--- config.mk ---
export PLATFORM = sky130hd
export DESIGN_NAME = game_target_mover
export DESIGN_NICKNAME = d
export VERILOG_FILES = /design/src/rtl/game_target_mover.sv
export SDC_FILE = /design/constraint.sdc
export NUM_CORES = 1
export LEC_CHECK = 0
export ABC_AREA = 1
export CORE_MARGIN = 2
export CORE_UTILIZATION = 54
export CTS_CLUSTER_DIAMETER = 200
export CTS_CLUSTER_SIZE = 8
export DETAILED_ROUTE_END_ITERATION = 6
export PLACE_DENSITY = 0.9
export SLEW_MARGIN = 20
export SYNTH_ARGS = -nofsm -noshare
export SYNTH_HDL_FRONTEND = slang
export SYNTH_SLANG_ARGS = --single-unit
--- constraint.sdc ---
create_clock -name clk -period 2.17 [get_ports clk]
set_input_delay 0.434 -clock clk [delete_from_list [all_inputs] [get_ports clk]]
set_output_delay 0.434 -clock clk [all_outputs]
set_load 0.01 [all_outputs]
--- src/rtl/game_target_mover.sv ---
// Moves N_TARGETS sprites around a 640x480 playfield. Targets are launched in a
// staggered row, bounce off the screen edges and reverse direction on collisions.
`ifndef N_TARGETS
`define N_TARGETS 4
`endif

module game_target_mover #(
    parameter int N_TARGETS = `N_TARGETS,
    parameter int w_x       = $clog2(640),
    parameter int w_y       = $clog2(480),
    parameter int SPRITE_W  = 16,
    parameter int SPRITE_H  = 16,
    parameter int SPEED     = 2,
    parameter int X_SPACING = 64,
    parameter int Y_START   = 32
) (
    input  logic                          clk,
    input  logic                          rst,
    input  logic                          launch,
    input  logic                          stop,
    input  logic                          frame_tick,
    input  logic                          random,
    input  logic [N_TARGETS-1:0]          collide_x,
    input  logic [N_TARGETS-1:0]          collide_y,
    output logic [N_TARGETS-1:0][w_x-1:0] sprite_left,
    output logic [N_TARGETS-1:0][w_x-1:0] sprite_right,
    output logic [N_TARGETS-1:0][w_y-1:0] sprite_top,
    output logic [N_TARGETS-1:0][w_y-1:0] sprite_bottom,
    output logic                          running
);

    localparam int X_MAX = 640 - SPRITE_W;
    localparam int Y_MAX = 480 - SPRITE_H;
    localparam int IW    = (N_TARGETS > 1) ? $clog2(N_TARGETS) : 1;

    typedef enum logic [1:0] {IDLE, INIT, RUN} state_t;

    state_t                        state;
    logic [IW-1:0]                 index;
    logic [N_TARGETS-1:0][w_x-1:0] x;
    logic [N_TARGETS-1:0][w_y-1:0] y;
    logic [N_TARGETS-1:0]          dir_x;
    logic [N_TARGETS-1:0]          dir_y;
    logic [N_TARGETS-1:0]          pend_x;
    logic [N_TARGETS-1:0]          pend_y;
    logic [N_TARGETS-1:0]          eff_dx;
    logic [N_TARGETS-1:0]          eff_dy;

    // Edge arithmetic is done in int so the limit tests can never wrap.
    function automatic int step_pos(input int pos, input logic dec, input int lim);
        if (dec)
            return (pos >= SPEED) ? pos - SPEED : 0;
        else
            return (pos + SPEED <= lim) ? pos + SPEED : lim;
    endfunction

    function automatic logic step_dir(input int pos, input logic dec, input int lim);
        if (dec)
            return (pos >= SPEED);
        else
            return (pos + SPEED > lim);
    endfunction

    // A collision seen in the tick cycle itself still counts toward that tick.
    always_comb begin
        eff_dx = dir_x ^ (pend_x | collide_x);
        eff_dy = dir_y ^ (pend_y | collide_y);
    end

    always_comb begin
        for (int k = 0; k < N_TARGETS; k++) begin
            sprite_left[k]   = x[k];
            sprite_right[k]  = x[k] + w_x'(SPRITE_W);
            sprite_top[k]    = y[k];
            sprite_bottom[k] = y[k] + w_y'(SPRITE_H);
        end
    end

    always_ff @(posedge clk) begin
        if (rst) begin
            state   <= IDLE;
            index   <= '0;
            running <= 1'b0;
            x       <= '0;
            y       <= '0;
            dir_x   <= '0;
            dir_y   <= '0;
            pend_x  <= '0;
            pend_y  <= '0;
        end else begin
            case (state)
                IDLE: begin
                    if (launch) begin
                        state <= INIT;
                        index <= '0;
                    end
                end
                INIT: begin
                    if (stop) begin
                        state   <= IDLE;
                        running <= 1'b0;
                    end else begin
                        x[index]      <= w_x'(int'(index) * X_SPACING);
                        y[index]      <= w_y'(Y_START);
                        dir_x[index]  <= random;
                        dir_y[index]  <= 1'b0;
                        pend_x[index] <= 1'b0;
                        pend_y[index] <= 1'b0;
                        index         <= index + 1'b1;
                        if (index == IW'(N_TARGETS - 1)) begin
                            state   <= RUN;
                            running <= 1'b1;
                        end
                    end
                end
                RUN: begin
                    if (stop) begin
                        state   <= IDLE;
                        running <= 1'b0;
                    end else if (frame_tick) begin
                        for (int k = 0; k < N_TARGETS; k++) begin
                            x[k]     <= w_x'(step_pos(int'(x[k]), eff_dx[k], X_MAX));
                            dir_x[k] <= step_dir(int'(x[k]), eff_dx[k], X_MAX);
                            y[k]     <= w_y'(step_pos(int'(y[k]), eff_dy[k], Y_MAX));
                            dir_y[k] <= step_dir(int'(y[k]), eff_dy[k], Y_MAX);
                        end
                        pend_x <= '0;
                        pend_y <= '0;
                    end else begin
                        pend_x <= pend_x | collide_x;
                        pend_y <= pend_y | collide_y;
                    end
                end
                default: begin
                    state   <= IDLE;
                    running <= 1'b0;
                end
            endcase
        end
    end

endmodule
== Word level (Yosys, flattened, before mapping) ==
Index checks and enable logic that the tools add are counted.
W data, S select, Z words.

* Bits in registers: 97
* Input bits: 14
* Output and inout bits: 153
* Word-level logic and storage cells: 172

* $add $sub $neg: 25
* Magnitude comparators: 26
* Equal/unequal tests: 9
* Mux-type cells: 76
* Bitwise operators: 12
* Reduce and logical (&&, ||, !) cells: 9

{| class="wikitable"
|+ Operators with widths
! operator !! count
|-
| $mux W10 || 13
|-
| $mux W40 || 3
|-
| $mux W9 || 13
|-
| $mux W36 || 3
|-
| $pmux W40 S2 || 1
|-
| $pmux W36 S2 || 1
|-
| $mux W4 || 12
|-
| $add A10 B2 Y11 const B || 4
|-
| $gt A11 B10 Y1 const B || 4
|-
| $le A11 B10 Y1 const B || 4
|-
| $add A10 B5 Y10 const B || 4
|-
| $add A9 B2 Y10 const B || 4
|-
| $bwmux W40 || 1
|-
| $ge A10 B2 Y1 const B || 4
|-
| $gt A10 B9 Y1 const B || 4
|-
| $le A10 B9 Y1 const B || 4
|-
| $sub A10 B2 Y10 const B || 4
|-
| $add A9 B5 Y9 const B || 4
|-
| $ge A9 B2 Y1 const B || 4
|-
| $sub A9 B2 Y9 const B || 4
|-
| $and A32 B32 Y32 || 1
|-
| $not A32 Y32 || 1
|-
| $pmux W4 S2 || 4
|-
| $demux W10 S2 || 1
|-
| other kinds (25) || 55
|}

== Longest topological paths before layout ==
* Depth in word-level cells: 8
* Gate-level depth with buffers: 14
* Mapped depth without buffers: 14

== Worst setup path after synthesis ==
Ideal clock, no wire load.

* Path kind: reg-to-reg
* Start: register y, in the netlist sprite_top[19]
* End: register dir_y[2]
* Library setup time: 0.132 ns
* Arrival time: 1.653 ns
* Data required time: 2.038 ns
* Path slack: 0.384 ns
* Stages on the path, launching flop included: 13
* Path buffers: 0
* Period minus slack after synthesis: 1.786 ns
* Cells stage by stage: dfxtp_1 inv_1 ha_1 nor3_1 nand2_1 nand2_1 nand2_1 nand3b_1 nand2_1 nand2_1 nand2_1 nand2_1 a21oi_1

* Longest elaborated chain between the ends: 6
* Elaborated cells between the ends (all ways): 7
* Those cells by class: add/sub (1); order compare (2); mux (4)

{| class="wikitable"
|+ Ends and longest elaborated chain
! what !! RTL line !! text
|-
| from (decl) || 41 || <nowiki>logic [N_TARGETS-1:0][w_y-1:0] y;</nowiki>
|-
| from (signal, indexed assignment) || 104 || <nowiki>y[index] <= w_y'(Y_START);</nowiki>
|-
| from (signal, indexed assignment) || 124 || <nowiki>y[k] <= w_y'(step_pos(int'(y[k]), eff_dy[k], Y_MAX));</nowiki>
|-
| $add A9 B2 Y10 || 61 || <nowiki>return (pos + SPEED > lim);</nowiki>
|-
| $gt A10 B9 Y1 || 61 ||
|-
| $mux W1 (*) || 58 || <nowiki>if (dec)</nowiki>
|-
| $mux W4 (*) || 120 || <nowiki>end else if (frame_tick) begin</nowiki>
|-
| $mux W4 (*) || 117 || <nowiki>if (stop) begin</nowiki>
|-
| $pmux W4 S2 (*) || 91 || <nowiki>case (state)</nowiki>
|-
| to (signal, indexed assignment) || 125 || <nowiki>dir_y[k] <= step_dir(int'(y[k]), eff_dy[k], Y_MAX);</nowiki>
|-
| to (decl) || 43 || <nowiki>logic [N_TARGETS-1:0] dir_y;</nowiki>
|}

Every way passes the cells marked *; elsewhere a longest branch is shown, timed or not. The select of a mux whose other input is x is not followed.
A chain may end at the register's enable or synchronous reset.

==> flow_summary.yaml <==
floorplan:
  start_util_pct: 54.9
  dieArea_um2: 17100
  chipHeight_um: 131
  rows: 46
  io_pins: 167
  core_um2: 15800
  die_w_um: 131
route:
  wl_per_cell_um: 13.6
  drt_iter0_drc: 931
  firstDrtPassIters: 7
  ant_nets: 0
  avgViaCountPerCell: 5.36
  drcViolationCount: 10
  num_vias: 9574
  totalWireLength_mm: 24.4
setup_path:
  regToRegStartpoint: "sprite_left[31]"
  worstReg2RegEnd: "sprite_left[32]"
  end_kind: "primary output"
  reg2reg_depth: 11
  path_class: "register to primary output"
  start_kind: "register"
  critPathRequiredTime_ns: 1.74
  arrival_ns: 1.69
  crit_fanout: 7
  r2r_slack_ns: 0.16
yosys:
  synth_top_family_by_area: "simple AND/OR/NAND/NOR gates"
  synth_compound_area_share_pct: 12.5
  synth_edf_count: 0
  synth_top_cell_area_share_pct: 21.5
  synthMuxAreaShare_pct: 0
  synth_warnings: 0
  synth-simple-area-share_pct: 35.8
  synth_area_leaders: "dfxtp_1 (22%), nand2_1 (18%), xor2_1 (8.2%)"
  async_flop_share_pct: 0
  ys_dominant_reg_cell: "dfxtp_1"
  ys_seq_elements: 93
  avgSynthCellArea_um2: 6.15
  synth_xor_area_share_pct: 9.83
  synth_cell_types: 40
  synth_largest_area_cell: "dfxtp_1"
  syn_inst: 1407
  synthAdderAreaFrac_pct: 6.94
  synthesis.area_um2: 8650
  ys_seq_area_share_pct: 21.5
cts:
  root_buffer: "clkbuf_16"
  cts.clk_slew.worst_paths_ns: 0.06
  cts_tree: "done"
  clk_latency_ns: 0.35
  clockBufferDepth: 2
  htreeDepth: 3
  post_cts_buffers: 0
  cts_buffers: 9
  clock-sinks: 93
  hold_buffers: 0
global_route:
  grt_pass1_vias: 8716
  grt_max_degree: 67
  antenna_found_initial: 0
  overflow: 0
  track_usage_pct: 28.4
  grt_pass1_wl_mm: 39.9
layout:
  syn2layout_area_growth_pct: 25.2
  multi_input_area_um2: 5680
  drive_above_1_share_pct: 11.9
  fill_cells: 1373
  final_nets: 1630
  seqCellArea_um2: 1910
  diodes: 0
sta:
  finalSetupViolations: 0
  clock.fmax_ghz: 0.471
  fin_setup_tns_ns: 0
  rsz0062_at_grt: "false"
  setup_ws_ns: 0.0490
  period_needed_ns: 2.12
  finalClockSkew_ns: 0.00372
  finalCritPeriodShare_pct: 97.7
  slew_violations: 0
  finalHoldViolCount: 0
  hold_slack_ns: 0.475
place:
  gp_congestion: 0.986
  dp.final_hpwl_mm: 18.5
  pre_cts_slack_ns: 0.0118
  place.port_buffers: 158
status:
  outcome: "complete, but fails checks"
  violations: "design-rule violations"
pwr:
  powerDensity_nw_per_um2: 332
  max-vdd-ir-drop_uv: 384
  finalPower_uw: 3590
  leakage_uw: 0.00507
min_path:
  min_path_type: "register to register"
  hold_end: "pend_y[3]"
  hold_start: "pend_y[3]"
  hold_depth: 2
job:
  drv_cap: 0
==> state kept, by name (all words and copies together), names as in the netlist <==
name	flops
state	2
pend_y	4
sprite_left	36
dir_y	4
running	1
sprite_top	36
pend_x	4
dir_x	4
index	2
==> area by class of cell <==
cell class | instances | area share, %
multi-input cells | 1070 | 52.4
repair buffers | 221 | 19.2
flip-flops and latches | 93 | 17.6
inverters | 173 | 6.02
well taps | 216 | 2.49
clock buffers | 11 | 2.15
clock inverters | 3 | 0.139
==> where the power goes <==
group	leakage, uW	switching, uW	internal (uW)
Clock	0.000125	660	759
Sequential	0.000765	20.9	1720
Combinational	0.00418	274	164
Total	0.00507	955	2640
==> metrics by stage <==
stage               utilization (%)  area [um2]  instances
global route                   68.7       10800       1787
CTS                            68.5       10800       1787
detailed placement             66.8       10500       1773
floorplan                         -        8680       1414
global placement               66.8       10500       1773
finish                         68.7       10800       1787
==> per-layer routing <==
layer	global-route usage, %	vias to the layer above	wire length, um
met5	0	-	0
met1	36.4	4412	10500
met2	49.1	366	11700
li1	-	4727	-
met4	8.64	0	600
met3	4.52	69	1570
==> logic make-up (layout without fill, tap and decap cells) <==
group                    count (synthesis)  in the layout
flip-flops                              93             93
buffers and inverters                  251            408
other                                    1              8
XOR/XNOR                                92             92
AO/OA/AOI/OAI                          209            209
AND/OR/NAND/NOR                        713            713
adder cells (fa/ha/maj)                 48             48
==> cells in the final DEF (no fill, tap or decap), drive strengths merged, types with 6 or more instances in the layout <==
| cell | n |
|---|---|
| nand2 | 419 |
| inv | 171 |
| clkdlybuf4s50 | 136 |
| nor2 | 136 |
| a21oi | 113 |
| nand3 | 108 |
| dfxtp | 93 |
| xor2 | 86 |
| o21ai | 84 |
| buf | 64 |
| ha | 48 |
| nor3 | 21 |
| nand4 | 20 |
| dlygate4sd2 | 15 |
| clkbuf | 11 |
| conb | 8 |
| a31oi | 6 |
| dlymetal6s2s | 6 |
| nand3b | 6 |
| xnor2 | 6 |
==> critical path, stage by stage, from the launching register on <==
cell	delay (ns)
dfxtp_2	0.40
inv_1	0.12
ha_1	0.29
clkdlybuf4s50_1	0.53
==> worst max-delay path by stage <==
| stage | startpoint | endpoint | depth (start not counted) |
|---|---|---|---|
| 2_1_floorplan | sprite_top[19] | dir_y[2] | 12 |
| 3_3_place_gp | stop | sprite_left[13] | 10 |
| 3_5_place_dp | stop | sprite_left[15] | 10 |
| 4_1_cts | sprite_left[15] | sprite_right[15] | 4 |
| 5_1_grt | sprite_top[20] | sprite_top[22] | 10 |
| 6_report | sprite_top[32] | sprite_bottom[32] | 3 |
==> cells in the mapped netlist (2+ instances only) <==
| cell type | number |
|---|---|
| nand2_4 | 2 |
| nand3_2 | 9 |
| or2_0 | 2 |
| o21a_1 | 3 |
| a31oi_1 | 6 |
| inv_1 | 149 |
| nor2_4 | 4 |
| nand3_1 | 99 |
| nor3_2 | 2 |
| buf_4 | 52 |
| ha_1 | 48 |
| dfxtp_1 | 93 |
| a21oi_2 | 3 |
| buf_2 | 15 |
| inv_2 | 21 |
| o21ai_1 | 14 |
| nand2_2 | 13 |
| clkbuf_1 | 10 |
| nor3_1 | 19 |
| clkinv_1 | 2 |
| nand4_1 | 20 |
| nand2_1 | 404 |
| nor2_1 | 119 |
| xor2_1 | 81 |
| o21ai_0 | 69 |
| nand3b_1 | 5 |
| xor2_2 | 5 |
| a21oi_1 | 110 |
| xnor2_1 | 5 |
| nor2_2 | 13 |
==> repair_timing <==
| item | in CTS | in global routing |
|---|---|---|
| setup endpoints to repair | 31 | 23 |
| pin swaps | 0 | 0 |
| endpoints found under the hold margin | 0 | 0 |
| gates resized for setup | 41 | 20 |
(Power assumes the default switching activity.)
